$ cat src/rtl/divshare_ctrl.sv
// ---------------------------------------------------------------------------
// divshare_ctrl
//
// Sequencer and arbiter for the shared digit-recurrence divider when integer
// division runs on the FPU divider. It grants the divider to the FPU
// (div/sqrt) or the IEU (integer divide) with round-robin priority on ties.
// It issues the operand-load and iterate enables for a fixed iteration count
// per operation class, and flags the result as valid when the count expires.
// It also handles early termination for special operands, flush abort while
// iterating, and holding the result while the Memory stage is stalled.
//
// Parameters
//   DURLEN        width of the iteration counter
//   FPDUR         iterations for an FP divide/sqrt (1 .. 2^DURLEN-1)
//   IDUR          iterations for an integer divide (1 .. 2^DURLEN-1)
//
// Ports
//   i_clk           clock, rising edge
//   i_reset         synchronous active-high reset
//   i_fp_req        FPU div/sqrt request (level, held until granted)
//   i_fp_special    FP operands are a special case (NaN/Inf/zero)
//   i_int_req       IEU integer divide request (level, held until granted)
//   i_int_zero_div  integer divisor is zero
//   i_flush_e       Execute-stage flush
//   i_stall_m       Memory stage stalled, result must be held
//   o_fp_gnt        FP request accepted (one-cycle pulse)
//   o_int_gnt       integer request accepted (one-cycle pulse)
//   o_init_en       load operands into the divider
//   o_iter_en       advance the recurrence one step
//   o_owner_fp      current/last operation is FP (1) or integer (0)
//   o_busy          controller not idle
//   o_fp_done       FP result valid
//   o_int_done      integer result valid
//   o_iter_count    remaining iterations
// ---------------------------------------------------------------------------
module divshare_ctrl #(
  parameter int DURLEN = 5,
  parameter int FPDUR  = 18,
  parameter int IDUR   = 17
) (
  input  logic              i_clk,
  input  logic              i_reset,
  input  logic              i_fp_req,
  input  logic              i_fp_special,
  input  logic              i_int_req,
  input  logic              i_int_zero_div,
  input  logic              i_flush_e,
  input  logic              i_stall_m,
  output logic              o_fp_gnt,
  output logic              o_int_gnt,
  output logic              o_init_en,
  output logic              o_iter_en,
  output logic              o_owner_fp,
  output logic              o_busy,
  output logic              o_fp_done,
  output logic              o_int_done,
  output logic [DURLEN-1:0] o_iter_count
);

  typedef enum logic [1:0] {
    S_IDLE = 2'b00,
    S_BUSY = 2'b01,
    S_DONE = 2'b10
  } state_t;

  localparam logic [DURLEN-1:0] FP_LOAD  = DURLEN'(FPDUR);
  localparam logic [DURLEN-1:0] INT_LOAD = DURLEN'(IDUR);
  localparam logic [DURLEN-1:0] CNT_ZERO = {DURLEN{1'b0}};
  localparam logic [DURLEN-1:0] CNT_ONE  = {{(DURLEN-1){1'b0}}, 1'b1};

  state_t             r_state;
  state_t             w_state_nxt;
  logic [DURLEN-1:0]  r_count;
  logic [DURLEN-1:0]  w_count_nxt;
  logic               r_last_fp;
  logic               w_last_fp_nxt;
  logic               r_owner_fp;
  logic               w_owner_fp_nxt;
  logic               w_fp_win;
  logic               w_int_win;
  logic               w_active;

  // Outputs are forced low while reset is held, even before the state
  // register has been cleared by the first reset edge.
  assign w_active = ~i_reset;

  // Round-robin arbitration, only in IDLE and never during a flush.
  // On a tie the requester that did not win last time is chosen.
  always_comb begin
    w_fp_win  = 1'b0;
    w_int_win = 1'b0;
    if (w_active && (r_state == S_IDLE) && !i_flush_e) begin
      if (i_fp_req && i_int_req) begin
        w_fp_win  = ~r_last_fp;
        w_int_win = r_last_fp;
      end else begin
        w_fp_win  = i_fp_req;
        w_int_win = i_int_req;
      end
    end else begin
      w_fp_win  = 1'b0;
      w_int_win = 1'b0;
    end
  end

  // Next-state, counter and ownership logic.
  always_comb begin
    w_state_nxt    = r_state;
    w_count_nxt    = r_count;
    w_last_fp_nxt  = r_last_fp;
    w_owner_fp_nxt = r_owner_fp;
    case (r_state)
      S_IDLE: begin
        if (w_fp_win) begin
          w_owner_fp_nxt = 1'b1;
          w_last_fp_nxt  = 1'b1;
          if (i_fp_special) begin
            // Special operands bypass the recurrence entirely.
            w_state_nxt = S_DONE;
            w_count_nxt = CNT_ZERO;
          end else begin
            w_state_nxt = S_BUSY;
            w_count_nxt = FP_LOAD;
          end
        end else if (w_int_win) begin
          w_owner_fp_nxt = 1'b0;
          w_last_fp_nxt  = 1'b0;
          if (i_int_zero_div) begin
            w_state_nxt = S_DONE;
            w_count_nxt = CNT_ZERO;
          end else begin
            w_state_nxt = S_BUSY;
            w_count_nxt = INT_LOAD;
          end
        end else begin
          w_state_nxt = S_IDLE;
        end
      end
      S_BUSY: begin
        if (i_flush_e) begin
          // Abort: the partial result is discarded, no Done is raised.
          w_state_nxt = S_IDLE;
          w_count_nxt = CNT_ZERO;
        end else if (r_count <= CNT_ONE) begin
          // Last iteration this cycle; the "<=" also recovers from a
          // corrupted zero count instead of wrapping around.
          w_state_nxt = S_DONE;
          w_count_nxt = CNT_ZERO;
        end else begin
          w_count_nxt = r_count - CNT_ONE;
        end
      end
      S_DONE: begin
        // Flush is ignored here: the result already belongs to M.
        if (i_stall_m) begin
          w_state_nxt = S_DONE;
        end else begin
          w_state_nxt = S_IDLE;
        end
      end
      default: begin
        w_state_nxt = S_IDLE;
        w_count_nxt = CNT_ZERO;
      end
    endcase
  end

  // State, counter and ownership registers with synchronous reset.
  always_ff @(posedge i_clk) begin
    if (i_reset) begin
      r_state    <= S_IDLE;
      r_count    <= CNT_ZERO;
      r_last_fp  <= 1'b1;
      r_owner_fp <= 1'b0;
    end else begin
      r_state    <= w_state_nxt;
      r_count    <= w_count_nxt;
      r_last_fp  <= w_last_fp_nxt;
      r_owner_fp <= w_owner_fp_nxt;
    end
  end

  assign o_fp_gnt     = w_fp_win;
  assign o_int_gnt    = w_int_win;
  assign o_init_en    = w_fp_win | w_int_win;
  assign o_iter_en    = w_active & (r_state == S_BUSY);
  assign o_owner_fp   = w_active & r_owner_fp;
  assign o_busy       = w_active & (r_state != S_IDLE);
  assign o_fp_done    = w_active & (r_state == S_DONE) & r_owner_fp;
  assign o_int_done   = w_active & (r_state == S_DONE) & ~r_owner_fp;
  assign o_iter_count = w_active ? r_count : CNT_ZERO;

endmodule

$ cat config.mk
export PLATFORM = sky130hd
export DESIGN_NAME = divshare_ctrl
export DESIGN_NICKNAME = d
export VERILOG_FILES = /design/src/rtl/divshare_ctrl.sv
export SDC_FILE = /design/constraint.sdc
export NUM_CORES = 1
export LEC_CHECK = 0
export CAP_MARGIN = 10
export CORE_MARGIN = 1
export CORE_UTILIZATION = 43
export DETAILED_ROUTE_END_ITERATION = 6
export MAX_ROUTING_LAYER = met4
export PLACE_DENSITY = 0.76
export SLEW_MARGIN = 30
export SYNTH_ARGS = -nofsm -noshare
export SYNTH_HDL_FRONTEND = slang
export SYNTH_SLANG_ARGS = --single-unit
$ cat constraint.sdc
create_clock -name i_clk -period 1.9 [get_ports i_clk]
set_clock_uncertainty 0.05 [all_clocks]
set_input_delay 0.38 -clock i_clk [delete_from_list [all_inputs] [get_ports i_clk]]
set_output_delay 0.38 -clock i_clk [all_outputs]
set_load 0.005 [all_outputs]
==> impl_metrics.env, run 1 <==
export IMPL_start_kind="primary input"
export IMPL_synth_nets=93
export IMPL_die_h_um=39.7
export IMPL_r2r_end="r_count[4]"
export IMPL_htreeDepth=1
export IMPL_synthCells=83
export IMPL_ys_ff_latch=9
export IMPL_diodes=0
export IMPL_clkTransAtPathRegs_ns=0.07
export IMPL_layout_drive_gt1_share_pct=29.0
export IMPL_syn_cell_area_um2=612
export IMPL_overflow=0
export IMPL_holdPathStages=3
export IMPL_drt_first_pass_iters=4
export IMPL_cts_sinks=9
export IMPL_antenna_found_initial=0
export IMPL_initial_core_util_pct=46.4
export IMPL_num_vias=760
export IMPL_synth_avg_cell_area_um2=7.37
export IMPL_max_slew_worst_pin_slew_ns=0.412
export IMPL_drt_vias_per_instance=5.47
export IMPL_worst_r2r_cell_count=5
export IMPL_timing_rr_start="r_state[1]"
export IMPL_dp_cells=132
export IMPL_finalMaxSlewViolations=0
export IMPL_cts_tree="yes"
export IMPL_cp_arrival_ns=1.40
export IMPL_wl_per_cell_um=13.1
export IMPL_gp_congestion=0.904
export IMPL_dp_slack_ns=-0.432
export IMPL_hold_path_class="in2reg"
export IMPL_dr_first_iter_drc_count=27
export IMPL_rsz0062_at_grt="false"
export IMPL_grt_max_degree=9
export IMPL_grt_pass1_wl_mm=2.60
export IMPL_fin_area_um2=1010
export IMPL_status="complete, no violations"
export IMPL_setup_slack_ns=0.0710
export IMPL_area_delta_synth_final_pct=64.8
export IMPL_r2r_slack_ns=0.23
export IMPL_wl_mm=1.83
export IMPL_crit_path_end_kind="primary output"
export IMPL_max_freq_mhz=547
export IMPL_worstSetupPathType="in2out"
export IMPL_numCtsBuffers=3
export IMPL_dp_hpwl_mm=1.29
export IMPL_finalCritPeriodShare_pct=96.3
export IMPL_ios=21
export IMPL_crit_path_max_fanout=4
export IMPL_finalSetupViolCount=0
export IMPL_ir_worst_vdd_mv=0.329
export IMPL_root_buffer="clkbuf_4"
export IMPL_holdPathEnd="r_state[0]"
export IMPL_yosysWarnings=0
export IMPL_drc=0
export IMPL_fp_dieW_um=39.7
export IMPL_hold_violations=0
export IMPL_yosysUniqueCellTypes=31
export IMPL_dieArea_um2=1580
export IMPL_core_area_um2=1320
export IMPL_power_density_nw_per_um2=484
export IMPL_hold_buffers=0
export IMPL_worst_hold_slack_ns=0.420
export IMPL_cap_violations=0
export IMPL_clock_latency_ns=0.26
export IMPL_finish_net_count=135
export IMPL_grt_pass1_vias=609
export IMPL_leakagePower_uw=0.000463
export IMPL_dpl_cell_area_um2=943
export IMPL_fp_row_count=13
export IMPL_required_ns=1.47
export IMPL_grt_total_usage_pct=25.4
export IMPL_ys_seq_area_share_pct=29.4
export IMPL_port_buffers=20
export IMPL_period_needed_ns=1.83
export IMPL_fin_cells=139
export IMPL_hold_path_startpoint="i_reset"
export IMPL_clockBufferDepth=2
export IMPL_antenna_left=0
export IMPL_timing_slew_headroom_pct=72.5
layout make-up:
| cell class | count | area, um2 |
|---|---|---|
| clock buffer | 4 | 26.3 |
| sequential | 9 | 184 |
| fill | 110 | 309 |
| inverter | 8 | 30.0 |
| multi-input combinational | 64 | 422 |
| tap | 15 | 18.8 |
| timing repair buffer | 39 | 328 |
worst max-delay path: stages:
cell,delay [ns]
clkdlybuf4s50_1,0.55
nor2_1,0.08
nor2_1,0.14
dlygate4sd2_1,0.25
metrics by stage:
step                      util [%]  power (uW)  setup TNS, ns
after global routing          76.5         516              0
after floorplan                  -         261              0
after detailed placement      71.6         328          -4.17
after global placement        71.6         325          -3.84
after CTS                     75.1         479              0
final                         76.5         488              0
sequential cells by signal, summed over array words and instances, names as in the netlist:
name and cells:
r_last_fp 1, r_owner_fp 1, r_count 5, r_state 2
repair_timing:
item                                    CTS  global route
setup buffers                             3             0
endpoints found under the setup margin   14             7
resized for setup                        13            14
pin swaps                                 2             1
cells in the mapped netlist (all sizes together):
cell | n | area share (%)
or2 | 1 | 1.0
nand3 | 6 | 4.9
o21bai | 2 | 2.5
a21bo | 1 | 1.6
a31oi | 1 | 1.0
o32ai | 1 | 1.4
inv | 8 | 4.9
a211oi | 1 | 1.2
nand2b | 2 | 2.0
a32o | 1 | 1.6
o221ai | 2 | 2.9
clkbuf | 2 | 1.2
o21ai | 4 | 3.3
o21a | 1 | 1.2
nor2 | 13 | 8.0
nor4 | 1 | 1.0
nand2 | 7 | 4.3
a21oi | 3 | 4.3
a2111oi | 1 | 1.4
nand4 | 1 | 1.0
or4b | 1 | 1.6
nor3 | 3 | 2.5
ha | 2 | 4.1
nand4bb | 1 | 1.8
nor3b | 1 | 1.2
dfxtp | 9 | 29
nor2b | 4 | 4.1
a22oi | 1 | 1.2
or3b | 1 | 1.8
a21boi | 1 | 1.2
report_power, final:
part / switching, uW / total, uW / internal (uW)
combinational: 59.5 / 128 / 68.7
sequential: 9.36 / 207 / 197
clock: 71.7 / 153 / 81.1
total: 140 / 488 / 347
cell usage in the layout, fill, tap and decap left out, types with 2 or more instances in the layout:
cell / n
dfxtp_2: 3
o221ai_1: 2
dfxtp_1: 6
dlygate4sd2_1: 5
nand3_1: 4
nor3_1: 3
o21ai_0: 4
a21oi_1: 2
clkbuf_4: 3
ha_1: 2
clkbuf_2: 2
nand2_1: 7
clkdlybuf4s50_1: 10
inv_1: 8
nor2_1: 13
nor2b_1: 3
o21bai_1: 2
buf_4: 18
nand2b_1: 2
nand3_2: 2
layer usage:
metal  share of wire [%]  wire length, um  global-route usage, %
met1                  46              842                   29.5
met3                 4.0               73                   3.41
met4                0.77               14                   10.3
met2                  49              897                   43.4
met5                   0                0                      -
worst max path at each step:
stage	start	to	cells after the start
global placement	i_reset	o_fp_gnt	6
CTS	i_flush_e	o_fp_gnt	7
detailed placement	i_reset	o_fp_gnt	6
finish	i_int_req	o_init_en	4
floorplan	i_reset	o_fp_gnt	4
global route	i_int_req	o_init_en	4
kinds of logic after synthesis:
kind of cell               count (synthesis)  share of synthesized area [%]
and+or+nand+nor                           42                           35.4
DFF                                        9                           29.4
AOI/OAI and AO/OA                         20                           25.0
adders and majority gates                  2                           4.09
buffers and inverters                     10                           6.14
Power figures use the tool's default switching activity.
==> inputs of run 2 (changes only) <==
--- a/config.mk
+++ b/config.mk
@@ -6,7 +6,6 @@
 export NUM_CORES = 1
 export LEC_CHECK = 0
 export CAP_MARGIN = 10
-export CORE_MARGIN = 1
 export CORE_UTILIZATION = 43
 export DETAILED_ROUTE_END_ITERATION = 6
 export MAX_ROUTING_LAYER = met4
==> results of run 2 <==
Same layout as run 1: the final DEF is identical, and so are final timing and power.
==> inputs of run 3 (changes only) <==
--- a/config.mk
+++ b/config.mk
@@ -10,7 +10,6 @@
 export DETAILED_ROUTE_END_ITERATION = 6
 export MAX_ROUTING_LAYER = met4
 export PLACE_DENSITY = 0.76
-export SLEW_MARGIN = 30
 export SYNTH_ARGS = -nofsm -noshare
 export SYNTH_HDL_FRONTEND = slang
 export SYNTH_SLANG_ARGS = --single-unit
==> results of run 3 <==
Same layout as run 1: the final DEF is identical, and so are final timing and power.
